### config.mk
export PLATFORM = sky130hd
export DESIGN_NAME = eth_rx_fcs_check
export DESIGN_NICKNAME = d
export VERILOG_FILES = /design/src/rtl/eth_pkg.sv /design/src/rtl/eth_rx_dly5.sv /design/src/rtl/eth_rx_fcs_check.sv
export SDC_FILE = /design/constraint.sdc
export NUM_CORES = 1
export LEC_CHECK = 0
export BUFFER_PORTS_ARGS = -buffer_cell sky130_fd_sc_hd__buf_2
export CAP_MARGIN = 0
export CORE_MARGIN = 2
export CORE_UTILIZATION = 30
export CTS_BUF_LIST = sky130_fd_sc_hd__clkbuf_4
export DETAILED_ROUTE_END_ITERATION = 16
export PLACE_DENSITY_LB_ADDON = 0.08
export SLEW_MARGIN = 20
export SYNTH_ARGS = -nofsm -noshare
export SYNTH_HDL_FRONTEND = slang
export SYNTH_SLANG_ARGS = --single-unit
### constraint.sdc
create_clock -name clk -period 1.7 [get_ports clk]
set_input_delay 0.085 -clock clk [delete_from_list [all_inputs] [get_ports clk]]
set_output_delay 0.085 -clock clk [all_outputs]
set_load 0.01 [all_outputs]
### src/rtl/eth_pkg.sv
// Shared constants, FSM state type and the byte-wise CRC32 step for the GMII RX front end.
package eth_pkg;

    localparam logic [7:0]  ETH_PREAMBLE = 8'h55;
    localparam logic [7:0]  ETH_SFD      = 8'hD5;
    localparam logic [31:0] CRC_INIT     = 32'hFFFF_FFFF;
    localparam logic [31:0] CRC_RESIDUE  = 32'hC704_DD7B;
    localparam logic [31:0] CRC_POLY     = 32'h04C1_1DB7;

    typedef enum logic [1:0] {
        ST_IDLE,
        ST_PRE,
        ST_DATA,
        ST_DROP
    } rx_state_t;

    // Non-reflected register, data bits fed LSB first (Ethernet bit order).
    function automatic logic [31:0] crc32_d8_next(input logic [31:0] crc, input logic [7:0] data);
        logic [31:0] c;
        logic        fb;
        c = crc;
        for (int i = 0; i < 8; i++) begin
            fb = c[31] ^ data[i];
            c  = {c[30:0], 1'b0} ^ (fb ? CRC_POLY : 32'h0);
        end
        return c;
    endfunction

endpackage

### src/rtl/eth_rx_dly5.sv
// Five-entry byte shift line holding the FCS look-ahead; taps[4] is the oldest byte once full.
module eth_rx_dly5 (
    input  logic            clk,
    input  logic            rst_n,
    input  logic            clr,
    input  logic            shift,
    input  logic [7:0]      din,
    output logic [4:0][7:0] taps,
    output logic            full
);

    logic [2:0] fill;

    always_ff @(posedge clk or negedge rst_n) begin
        if (!rst_n) begin
            taps <= '0;
            fill <= '0;
        end else if (clr) begin
            taps <= '0;
            fill <= '0;
        end else if (shift) begin
            taps <= {taps[3:0], din};
            if (fill != 3'd5) begin
                fill <= fill + 3'd1;
            end
        end
    end

    assign full = (fill == 3'd5);

endmodule

### src/rtl/eth_rx_fcs_check.sv
// GMII RX front end: strips preamble/SFD, checks FCS, forwards payload without the FCS bytes.
// Optional destination-MAC filter enabled by defining ETH_RX_DEST_FILTER_EN.
module eth_rx_fcs_check
    import eth_pkg::*;
#(
    parameter int unsigned MAX_LEN   = 1514,
    parameter logic [47:0] LOCAL_MAC = 48'h00_11_22_33_44_55
) (
    input  logic        clk,
    input  logic        rst_n,
    input  logic        gmii_rx_dv,
    input  logic        gmii_rx_er,
    input  logic [7:0]  gmii_rxd,
    output logic [7:0]  rx_data,
    output logic        rx_valid,
    output logic        rx_sof,
    output logic        rx_eof,
    output logic        rx_done,
    output logic        rx_crc_ok,
    output logic        rx_err,
    output logic [15:0] rx_len
);

    rx_state_t       state, state_nxt;
    logic [31:0]     crc_q, crc_nxt;
    logic            er_q, er_nxt;
    logic            abort_q, abort_nxt;
    logic [15:0]     len_q, len_nxt;
    logic            line_clr, line_shift, line_full;
    logic [4:0][7:0] taps;
    logic            emit_due, over_len, dest_ok, dest_miss;

    logic [7:0]      data_nxt;
    logic            valid_nxt, sof_nxt, eof_nxt, done_nxt, ok_nxt, err_nxt;
    logic [15:0]     rlen_nxt;

    eth_rx_dly5 u_dly (
        .clk   (clk),
        .rst_n (rst_n),
        .clr   (line_clr),
        .shift (line_shift),
        .din   (gmii_rxd),
        .taps  (taps),
        .full  (line_full)
    );

    assign emit_due = (state == ST_DATA) && gmii_rx_dv && line_full;
    assign over_len = (len_q >= 16'(MAX_LEN));

`ifdef ETH_RX_DEST_FILTER_EN
    logic [47:0] dest;
    assign dest    = {taps[4], taps[3], taps[2], taps[1], taps[0], gmii_rxd};
    assign dest_ok = (dest == LOCAL_MAC) || (dest == 48'hFFFF_FFFF_FFFF);
`else
    logic unused_cfg;
    assign unused_cfg = ^{LOCAL_MAC, taps[3:0]};
    assign dest_ok    = 1'b1;
`endif

    // The destination is only fully known when the first payload byte is due out.
    assign dest_miss = emit_due && (len_q == 16'd0) && !dest_ok;

    always_ff @(posedge clk or negedge rst_n) begin
        if (!rst_n) begin
            state <= ST_IDLE;
        end else begin
            state <= state_nxt;
        end
    end

    always_comb begin
        state_nxt = state;
        case (state)
            ST_IDLE: begin
                if (gmii_rx_dv) begin
                    if (gmii_rxd == ETH_PREAMBLE) state_nxt = ST_PRE;
                    else if (gmii_rxd == ETH_SFD) state_nxt = ST_DATA;
                    else                          state_nxt = ST_DROP;
                end
            end
            ST_PRE: begin
                if (!gmii_rx_dv)                   state_nxt = ST_IDLE;
                else if (gmii_rxd == ETH_PREAMBLE) state_nxt = ST_PRE;
                else if (gmii_rxd == ETH_SFD)      state_nxt = ST_DATA;
                else                               state_nxt = ST_DROP;
            end
            ST_DATA: begin
                if (!gmii_rx_dv)                             state_nxt = ST_IDLE;
                else if (dest_miss || (emit_due && over_len)) state_nxt = ST_DROP;
            end
            ST_DROP: begin
                if (!gmii_rx_dv) state_nxt = ST_IDLE;
            end
            default: state_nxt = ST_IDLE;
        endcase
    end

    always_comb begin
        line_clr   = 1'b0;
        line_shift = 1'b0;
        crc_nxt    = crc_q;
        er_nxt     = er_q;
        abort_nxt  = abort_q;
        len_nxt    = len_q;
        data_nxt   = '0;
        valid_nxt  = 1'b0;
        sof_nxt    = 1'b0;
        eof_nxt    = 1'b0;
        done_nxt   = 1'b0;
        ok_nxt     = 1'b0;
        err_nxt    = 1'b0;
        rlen_nxt   = '0;
        case (state)
            ST_IDLE, ST_PRE: begin
                abort_nxt = 1'b0;
                if (gmii_rx_dv && (gmii_rxd == ETH_SFD)) begin
                    line_clr = 1'b1;
                    crc_nxt  = CRC_INIT;
                    er_nxt   = 1'b0;
                    len_nxt  = '0;
                end
            end
            ST_DATA: begin
                if (gmii_rx_dv) begin
                    line_shift = 1'b1;
                    crc_nxt    = crc32_d8_next(crc_q, gmii_rxd);
                    if (gmii_rx_er) er_nxt = 1'b1;
                    if (emit_due && !dest_miss) begin
                        if (over_len) begin
                            abort_nxt = 1'b1;
                        end else begin
                            valid_nxt = 1'b1;
                            data_nxt  = taps[4];
                            sof_nxt   = (len_q == 16'd0);
                            len_nxt   = len_q + 16'd1;
                        end
                    end
                end else begin
                    // Line now holds last payload byte plus the four FCS bytes.
                    done_nxt = 1'b1;
                    if (!line_full) begin
                        err_nxt = 1'b1;
                    end else if (over_len) begin
                        err_nxt  = 1'b1;
                        rlen_nxt = len_q;
                    end else begin
                        valid_nxt = 1'b1;
                        data_nxt  = taps[4];
                        sof_nxt   = (len_q == 16'd0);
                        eof_nxt   = 1'b1;
                        rlen_nxt  = len_q + 16'd1;
                        err_nxt   = er_q;
                        ok_nxt    = !er_q && (crc_q == CRC_RESIDUE);
                    end
                end
            end
            ST_DROP: begin
                if (!gmii_rx_dv) begin
                    abort_nxt = 1'b0;
                    if (abort_q) begin
                        done_nxt = 1'b1;
                        err_nxt  = 1'b1;
                        rlen_nxt = len_q;
                    end
                end
            end
            default: ;
        endcase
    end

    always_ff @(posedge clk or negedge rst_n) begin
        if (!rst_n) begin
            crc_q   <= CRC_INIT;
            er_q    <= 1'b0;
            abort_q <= 1'b0;
            len_q   <= '0;
        end else begin
            crc_q   <= crc_nxt;
            er_q    <= er_nxt;
            abort_q <= abort_nxt;
            len_q   <= len_nxt;
        end
    end

    always_ff @(posedge clk or negedge rst_n) begin
        if (!rst_n) begin
            rx_data   <= '0;
            rx_valid  <= 1'b0;
            rx_sof    <= 1'b0;
            rx_eof    <= 1'b0;
            rx_done   <= 1'b0;
            rx_crc_ok <= 1'b0;
            rx_err    <= 1'b0;
            rx_len    <= '0;
        end else begin
            rx_data   <= data_nxt;
            rx_valid  <= valid_nxt;
            rx_sof    <= sof_nxt;
            rx_eof    <= eof_nxt;
            rx_done   <= done_nxt;
            rx_crc_ok <= ok_nxt;
            rx_err    <= err_nxt;
            rx_len    <= rlen_nxt;
        end
    end

endmodule

==> metrics <==
P_int 8.64 mW; switching power ~5.1 mW; RSZ-0062 raised after global routing yes; H-Tree Depth 4; CTS buffer count 17; DPL Wire Length ~10000 um; prevailing post-synth register cell dfrtp_1; final WL 15200 um; number of I/O pins 42; commonest cells in the synthesized netlist nand2_1 (106), dfrtp_1 (93), a21oi_1 (72); Max Cap Violations 0; syn_area_per_cell 10.3 um^2; cell area after synthesis ~5900 um^2; vias in the first global route 4705; period utilisation layout 115%; minimum clock period around 2 ns; vias ~4600; layout cells sized above 1 approximately 34%; leading area contributor after synthesis dfrtp_1; initial antenna violation count 1; first-pass GRT wire length 24700 um; post-synthesis cell type count 52; violations in the final reports setup timing; Post-Syn Nets just under 600; Synthesis Warnings 0; total global-route track usage approximately 16%; PnR worst setup slack -0.256 ns; clock transition at the registers of the reported paths 0.12 ns; drt wl/cell ~15 um; Final TNS setup -6.53 ns; CP arrival between 2 and 2.5 ns; area of the multi-input gates around 2900 um^2; Worst setup startpoint len_q[15]; DRC 0; DP Worst Slack -0.252 ns; clock sinks roughly 130; initial DRC count around 200; register area roughly 3200 um^2; Clock Latency Late Sink about 0.54 ns; Crit path required time between 2 and 2.5 ns; Worst Hold Class in2async; Filler cells between 1500 and 2000; Tightest Pin Transition between 0.5 and 0.6 ns; Hold Violations, Final 0; Cell Pwr Density between 1500 and 2000 nW/um^2; CORE AREA slightly below 20000 um^2; GPL Wtd Cong slightly above 0.8; Gate power share 53.8%; area fraction of the dominant cell type after synthesis between 30% and 40%; Die Area 20800 um^2; largest net degree at the start of global routing 70; CP endpoint kind register; top post-synthesis cells by area dfrtp_1 (39%), dfstp_2 (14%), nand2_1 (6.7%); Sw Ratio 37.1%; Post-synth EDFFs 0; Final #Nets between 700 and 800; Reg2Reg Depth 7; detail-routed via count per cell 4.70; CTS Root Buffer Type clkbuf_4; Leak around 3.5 nW; maximum vdd drop around 0.00098 V; worst reg2reg startpoint len_q[15]; die width 144 um; sequential element share of the synthesized area a little over half; initial cell density of the core between 30% and 40%; Syn-to-layout area delta 31.8%; Port Buffer Count 41; Finish-stage setup viols 35; Startpoint Class register; final antenna-violating net count 0; drt pass-1 iters 4; Longest Clk Path Bufs 2; Synth Register Bits 125; Post-Syn Instances roughly 570; Clk network pwr share roughly an eighth; row count a little over 50; async set or reset register ratio after synthesis 100%; Max Clk Rate ~0.5 GHz; CTS tree done; Crit Path Category reg2reg; Max Fanout on Critical Path 10; relative max-transition margin approximately 65%; Slew Viols, Final 0; worst clock skew ~0.020 ns; Die Ht between 100 and 150 um; GRT Residual Overflow 0; Seq pwr share 33.3%; run status complete, but fails checks; most numerous cell in the Yosys netlist nand2_1
-- cells in the final DEF, fill, tap and decap left out, types with 6 or more instances in the layout --
cell           netlist  routed
nand3_1              9       8
xor2_1              19      12
xnor2_2             14      12
o22a_1               7       7
nand2_1            106     106
and3_1               6       6
and2_1              17      15
clkbuf_4             0      18
a31oi_1             23      23
buf_6                1      11
xnor2_4              1       8
dfrtp_1             93      93
buf_4                1      72
buf_12               0       8
a21oi_1             72      70
nor3_1              15      14
xnor2_1             36      31
nor2_1              29      27
dfstp_2             32      32
dlygate4sd3_1        0      11
buf_2                4      41
-- power by group through the flow --
stage	Combinational, mW	Clock, mW	Sequential, mW
global placement	6.23	0	4.59
global route	8.06	2.03	4.69
detailed placement	6.25	0	4.58
floorplan	4.09	0	4.43
CTS	6.42	1.88	4.54
finish	7.39	1.77	4.57
-- registers in the layout, summed over array words and instances (netlist names), 2 cells and up --
| signal | flops |
|---|---|
| rx_len | 16 |
| u_dly.taps | 40 |
| crc_q | 32 |
| rx_data | 8 |
| state | 2 |
| len_q | 16 |
| u_dly.fill | 3 |
-- metal layers --
layer / share of wire (%) / GRT usage (%) / vias up
li1: - / - / 2235
met1: 46 / 20.8 / 2297
met2: 48 / 24.5 / 91
met3: 4.1 / 3.91 / 21
met4: 1.8 / 5.42 / 0
met5: 0 / 0 / -
-- kinds of logic after synthesis --
family,Yosys count,share of synthesized area (%)
and+or+nand+nor,216,17.8
DFF,125,53.6
AOI/OAI and AO/OA,122,12.2
xor gates and xnor gates,71,12.7
buffers and inverters,34,2.43
adders and majority gates,5,1.06
muxes,1,0.191
-- layout make-up --
cell class                      count  area share [%]
Tap cell                          265            4.26
Antenna cell                        2          0.0643
Multi-Input combinational cell    415            37.1
Inverter                            6           0.289
Clock buffer                       18            1.73
Sequential cell                   125            40.7
Clock inverter                     14            1.27
Timing Repair Buffer              143            14.6
-- worst paths after layout --
kind	slack (ns)	end
max	-0.26	rx_data[2]
min	0.11	len_q[13]
max reg2reg	-0.26	rx_data[2]
min reg2reg	0.50	rx_data[0]
max in group asynchronous	1.09	u_dly.fill[1]
min in group clk	0.32	er_q
-- critical path: stages (launching register included) --
cell and delay, ns:
dfrtp_1 0.40, or4_4 0.55, a211oi_4 0.25, buf_4 0.17, nand2_4 0.08, nor3_4 0.17
buf_12 0.14, and2_1 0.13
-- stage by stage --
step / utilization, % / std cells / hold WS (ns) / power (mW) / cell area, um^2
after floorplan: - / 574 / -0.211 / 8.52 / 5930
after global placement: 36.3 / 930 / 0.0228 / 10.8 / 7040
after detailed placement: 36.3 / 930 / 0.0314 / 10.8 / 7040
after CTS: 38.4 / 975 / 0.0833 / 12.8 / 7440
after global routing: 40.2 / 988 / 0.0736 / 14.8 / 7790
final: 40.2 / 988 / 0.114 / 13.7 / 7790
-- timing repair --
action	4_1_cts	5_1_grt
endpoints found under the hold margin	106	0
gates cloned	0	0
setup endpoints to repair	38	118
buffers inserted	2	12
gates resized for setup	7	42
pin swaps	6	16
hold buffers	12	0
Power figures use the tool's default switching activity.
